$ cat config.mk
export PLATFORM = sky130hd
export DESIGN_NAME = mem_arbiter
export DESIGN_NICKNAME = d
export VERILOG_FILES = /design/src/rtl/mem_arb_pkg.sv /design/src/rtl/sat_counter.sv /design/src/rtl/mem_arbiter.sv
export SDC_FILE = /design/constraint.sdc
export NUM_CORES = 1
export LEC_CHECK = 0
export BUFFER_PORTS_ARGS = -buffer_cell sky130_fd_sc_hd__buf_4
export CORE_AREA = 2 2 114 116
export CTS_BUF_LIST = sky130_fd_sc_hd__clkbuf_4
export DETAILED_ROUTE_END_ITERATION = 7
export DIE_AREA = 0 0 116 118
export PLACE_DENSITY = 0.65
export SYNTH_ARGS = -nofsm -noshare
export SYNTH_HDL_FRONTEND = slang
export SYNTH_HIERARCHICAL = 1
export SYNTH_SLANG_ARGS = --single-unit
$ cat constraint.sdc
create_clock -name clk -period 2.86 [get_ports clk]
set_input_delay 0.286 -clock clk [delete_from_list [all_inputs] [get_ports clk]]
set_output_delay 0.286 -clock clk [all_outputs]
set_load 0.05 [all_outputs]
$ cat src/rtl/mem_arb_pkg.sv
// Shared types and default widths for the two-port memory arbiter.
// Latency: none (declarations only).
// Backpressure: none (declarations only).
package mem_arb_pkg;

    localparam int AWIDTH_DEF = 32;
    localparam int DWIDTH_DEF = 32;
    localparam int CNTW_DEF   = 16;

    // Which port is waiting for read data from the access issued last cycle.
    typedef enum logic [1:0] {
        OWN_NONE  = 2'd0,
        OWN_FETCH = 2'd1,
        OWN_DATA  = 2'd2
    } owner_e;

    // Port that received the most recent grant; used to break ties.
    typedef enum logic {
        LAST_FETCH = 1'b0,
        LAST_DATA  = 1'b1
    } last_e;

endpackage

$ cat src/rtl/sat_counter.sv
// Saturating event counter: counts inc pulses and sticks at all-ones.
// Latency: count visible the cycle after the inc pulse.
// Backpressure: none; inc pulses arriving once saturated are dropped.
module sat_counter #(
    parameter int W = 16
) (
    input  logic         clk,
    input  logic         rst,
    input  logic         inc,
    output logic [W-1:0] cnt
);

    // Count up on each pulse, hold at the maximum value instead of wrapping.
    always_ff @(posedge clk) begin
        if (rst) begin
            cnt <= '0;
        end else if (inc && (cnt != '1)) begin
            cnt <= cnt + W'(1);
        end
    end

endmodule

$ cat src/rtl/mem_arbiter.sv
// Two-port (fetch / data) arbiter onto a single-ported synchronous memory.
// Latency: grant and memory strobes combinational; read data returns 1 cycle later.
// Backpressure: a losing requester is simply not granted and must hold its request.
module mem_arbiter
    import mem_arb_pkg::*;
#(
    parameter int AWIDTH = AWIDTH_DEF,
    parameter int DWIDTH = DWIDTH_DEF,
    parameter int CNTW   = CNTW_DEF
) (
    input  logic              clk,
    input  logic              rst,
    // fetch port (read only)
    input  logic              f_req_i,
    input  logic [AWIDTH-1:0] f_addr_i,
    output logic              f_gnt_o,
    output logic              f_rvalid_o,
    output logic [DWIDTH-1:0] f_rdata_o,
    // data port (read / write)
    input  logic              d_req_i,
    input  logic              d_we_i,
    input  logic [AWIDTH-1:0] d_addr_i,
    input  logic [DWIDTH-1:0] d_wdata_i,
    output logic              d_gnt_o,
    output logic              d_rvalid_o,
    output logic [DWIDTH-1:0] d_rdata_o,
    // memory side
    output logic [AWIDTH-1:0] mem_addr_o,
    output logic [DWIDTH-1:0] mem_data_o,
    output logic              mem_read_en_o,
    output logic              mem_write_en_o,
    input  logic [DWIDTH-1:0] mem_data_i,
    // grant statistics
    output logic [CNTW-1:0]   f_gnt_cnt_o,
    output logic [CNTW-1:0]   d_gnt_cnt_o
);

    last_e  last_q, last_d;
    owner_e own_q, own_d;
    logic   f_win, d_win;

    // Pick a winner: a lone requester wins outright, a tie goes to the port
    // that did not win last time. Nothing is granted while in reset.
    always_comb begin
        f_win = 1'b0;
        d_win = 1'b0;
        if (!rst) begin
            if (f_req_i && d_req_i) begin
                f_win = (last_q == LAST_DATA);
                d_win = (last_q == LAST_FETCH);
            end else begin
                f_win = f_req_i;
                d_win = d_req_i;
            end
        end
    end

    assign f_gnt_o = f_win;
    assign d_gnt_o = d_win;

    // Steer the winner onto the memory bus; idle bus is driven to all zeros.
    always_comb begin
        mem_addr_o     = '0;
        mem_data_o     = '0;
        mem_read_en_o  = 1'b0;
        mem_write_en_o = 1'b0;
        if (f_win) begin
            mem_addr_o    = f_addr_i;
            mem_read_en_o = 1'b1;
        end else if (d_win) begin
            mem_addr_o = d_addr_i;
            if (d_we_i) begin
                mem_write_en_o = 1'b1;
                mem_data_o     = d_wdata_i;
            end else begin
                mem_read_en_o = 1'b1;
            end
        end
    end

    // Next tie-break and owner tag: tie-break moves only on a grant, the
    // owner tag only marks reads (writes return nothing).
    always_comb begin
        last_d = last_q;
        own_d  = OWN_NONE;
        if (f_win) begin
            last_d = LAST_FETCH;
            own_d  = OWN_FETCH;
        end else if (d_win) begin
            last_d = LAST_DATA;
            own_d  = d_we_i ? OWN_NONE : OWN_DATA;
        end
    end

    // State registers; reset leaves DATA as last winner so fetch takes the first tie.
    always_ff @(posedge clk) begin
        if (rst) begin
            last_q <= LAST_DATA;
            own_q  <= OWN_NONE;
        end else begin
            last_q <= last_d;
            own_q  <= own_d;
        end
    end

    // rvalid is also masked by rst so a read issued just before reset never
    // reports data in the reset cycle.
    assign f_rvalid_o = !rst && (own_q == OWN_FETCH);
    assign d_rvalid_o = !rst && (own_q == OWN_DATA);
    assign f_rdata_o  = mem_data_i;
    assign d_rdata_o  = mem_data_i;

    sat_counter #(.W(CNTW)) u_f_cnt (
        .clk (clk),
        .rst (rst),
        .inc (f_win),
        .cnt (f_gnt_cnt_o)
    );

    sat_counter #(.W(CNTW)) u_d_cnt (
        .clk (clk),
        .rst (rst),
        .inc (d_win),
        .cnt (d_gnt_cnt_o)
    );

endmodule

==> impl_metrics.yaml <==
yosys:
  synth_area_sq_um: 3010
  yosys_warnings: 6
  seq_area_frac_synth_pct: 23.3
  syn_area_per_cell_sq_um: 7.64
  synth_area_leaders: "dfxtp_1 23%, buf_4 16%, a32oi_1 9.3%"
  yosysTopAreaCellShare_pct: 23.3
  synth_nets: 529
  yosys.area.top_type: "dfxtp_1"
  ys_seq_elements: 35
  syn-instance-count: 394
  synth.distinct_cells: 40
timing:
  finalSetupTns_ns: 0
  setup_violations: 0
  max_freq_mhz: 452
  worstMarginPinSlew_ns: 0.796
  drv_slew: 0
  hold_viol: 0
  fin_crit_sh_pct: 77.3
  slew_headroom_pct: 46.5
  period_minus_slack_ns: 2.21
  rsz0062_at_grt: "false"
  whs_ns: 0.127
  worst_clock_skew_ns: 0.0100
critical_path:
  crit_path_start: "last_q"
  r2r-start: "last_q"
  path_max_fanout: 33
  arrival_ns: 1.93
  crit_type: "reg2out"
  startpoint_type: "register"
  worstSetupEndpointType: "output pin"
  cp.required_ns: 2.57
  reg2regPathDepth: 5
power_and_ir_drop:
  powerDensity_nw_per_um2: 285
  p_sw_uw: 451
  p_int_uw: 761
  peakVddDrop_mv: 0.200
  switching_share_pct: 37.2
  clock_power_share_pct: 20.8
  combPwrFrac_pct: 38.2
  p_leak_nw: 1.85
  seqPwrFrac_pct: 41.1
  total_power_mw: 1.21
cells_and_area:
  drive_gt1_share_pct: 43.4
  nets: 654
  syn2layout_area_growth_pct: 41.3
  n_antenna_cell: 0
clock_network:
  cts_tree: "done"
  postCtsSetupRepairBufs: 0
  cts_root_buffer: "clkbuf_4"
  cts_buffers: 5
  htree_levels: 2
  cts-resized-gates: 0
  cts_hold_buf: 0
  clk_pin_slew_worst_paths_ns: 0.11
  numClockSinks: 35
  clkLatencyLatePin_ns: 0.33
  cts.path.max_buffers: 2
routing:
  ant_nets: 0
  drt_iter0_markers: 191
  first_pass_iters: 4
  post_drt_wl_per_cell_um: 16.3
  vias_per_cell: 4.84
  wl_um: 11200
  drc: 0
  num_vias: 3342
placed_design:
  hpwlAfterDp_um: 9010
  numPortBuffers: 202
  gp_congestion: 0.846
floorplanning:
  die_y_um: 118
  rows: 41
  io_pins: 299
  initial_core_util_pct: 24.2
  core_area_sq_um: 12400
  die_area_sq_um: 13700
  die_w_um: 116
job:
  cap_violations: 0
grt:
  grt_pass1_vias: 3006
  grt_max_degree: 40
  antenna_found_initial: 0
  grt_overflow: 0
  grtUsageTotal_pct: 14.7
  grt_first_pass_wirelength_um: 16300
hold_path:
  hp-start: "d_we_i"
  hold_class: "in2reg"
  hold-path-cell-count: 2
status:
  status: "finished, final reports clean"
## cells by family (layout without fill, tap and decap cells)
logic type,after synthesis,after routing,synth area share (%)
simple gates,172,172,33.7
buf+inv,96,221,20.3
compound gates,81,81,19.3
flops,35,35,23.3
xor+xnor,4,4,1.16
mux,4,4,1.41
fa+ha+maj,2,2,0.831
## placed cells by master (no fill, tap or decap), types with 2 or more instances in the layout
cell / netlist / final
o41ai_1: 2 / 2
nor3b_1: 3 / 2
and4_1: 6 / 6
nand3b_1: 2 / 2
mux2i_1: 2 / 2
mux2_2: 2 / 2
o311ai_0: 2 / 2
and3_1: 2 / 2
or3_1: 6 / 6
dfxtp_1: 35 / 35
nand3_1: 12 / 12
inv_1: 6 / 6
nand2_2: 2 / 2
o21a_1: 2 / 2
o21ai_0: 8 / 8
and2_1: 33 / 33
nor2_1: 47 / 47
nand2_1: 13 / 13
xnor2_1: 4 / 4
buf_4: 64 / 208
a21oi_1: 21 / 21
nand4_1: 6 / 6
nor2b_1: 5 / 5
nor4_1: 4 / 4
o31ai_1: 12 / 12
nor4_4: 2 / 2
nand4_4: 2 / 2
nand2b_1: 2 / 2
ha_1: 2 / 2
a32oi_1: 32 / 32
nor3_1: 8 / 8
clkbuf_4: 0 / 5
nor4bb_1: 2 / 2
or4_1: 14 / 14
## layer usage
metal	global-route usage (%)	wire length [um]	part of all wire [%]
met1	18.6	4680	42
met2	25.1	5390	48
met3	3.91	1120	10
met4	2.98	55	0.49
met5	0	0	0
## path summary, 6_finish.rpt
path                      to  slack (ns)
max            mem_data_o[1]        0.65
min                 own_q[1]        0.13
max reg2reg  u_d_cnt/cnt[11]        0.69
min reg2reg   u_f_cnt/cnt[1]        0.55
## worst max-delay path, cell delays in order (launching register included)
cell and delay [ns]:
dfxtp_1 0.35, and2_1 0.17, and4bb_2 0.64, and2_1 0.22, buf_4 0.20
## state kept, by name (all words and copies together) (netlist names)
| signal | flops |
|---|---|
| own_q | 2 |
| u_f_cnt/cnt | 16 |
| last_q | 1 |
| u_d_cnt/cnt | 16 |
## cells in the mapped netlist, drive strengths merged
master	n
and4	6
a21oi	21
nor4	6
or3	6
mux2i	2
buf	73
inv	6
a21boi	1
nor3b	3
or4	14
nand3	12
and4bb	1
nand2b	2
nand2	15
o311ai	2
and3	2
o21bai	1
nor4bb	2
o21ai	8
a32oi	32
ha	2
o41ai	2
xnor2	4
nor2b	5
clkbuf	17
nand4	8
o31ai	12
and2	33
mux2	2
o21a	2
nor2	47
nor3	8
nand3b	2
dfxtp	35
## power by group through the flow
stage / registers, mW / clock network, mW / logic, mW
floorplan: 0.516 / 0 / 0.488
global placement: 0.508 / 0 / 0.461
detailed placement: 0.508 / 0 / 0.464
CTS: 0.498 / 0.264 / 0.466
global route: 0.499 / 0.285 / 0.487
finish: 0.498 / 0.252 / 0.462
## area by class of cell
cell class / instances / area, sq um
Timing Repair Buffer: 208 / 1560
Clock buffer: 5 / 37.5
Sequential cell: 35 / 701
Inverter: 6 / 22.5
Clock inverter: 2 / 8.76
Tap cell: 172 / 215
Multi-Input combinational cell: 263 / 1710
Fill cell: 1324 / 8160
## stage by stage
| stage | instances | instance area (sq um) | util [%] | setup slack (ns) |
|---|---|---|---|---|
| 2_1_floorplan | 394 | 3010 | - | 0.0818 |
| 3_3_place_gp | 684 | 4210 | 33.9 | 0.644 |
| 3_5_place_dp | 684 | 4210 | 33.9 | 0.586 |
| 4_1_cts | 691 | 4250 | 34.2 | 0.647 |
| 5_1_grt | 691 | 4250 | 34.2 | 0.534 |
| 6_report | 691 | 4250 | 34.2 | 0.648 |
(Power assumes the default switching activity.)
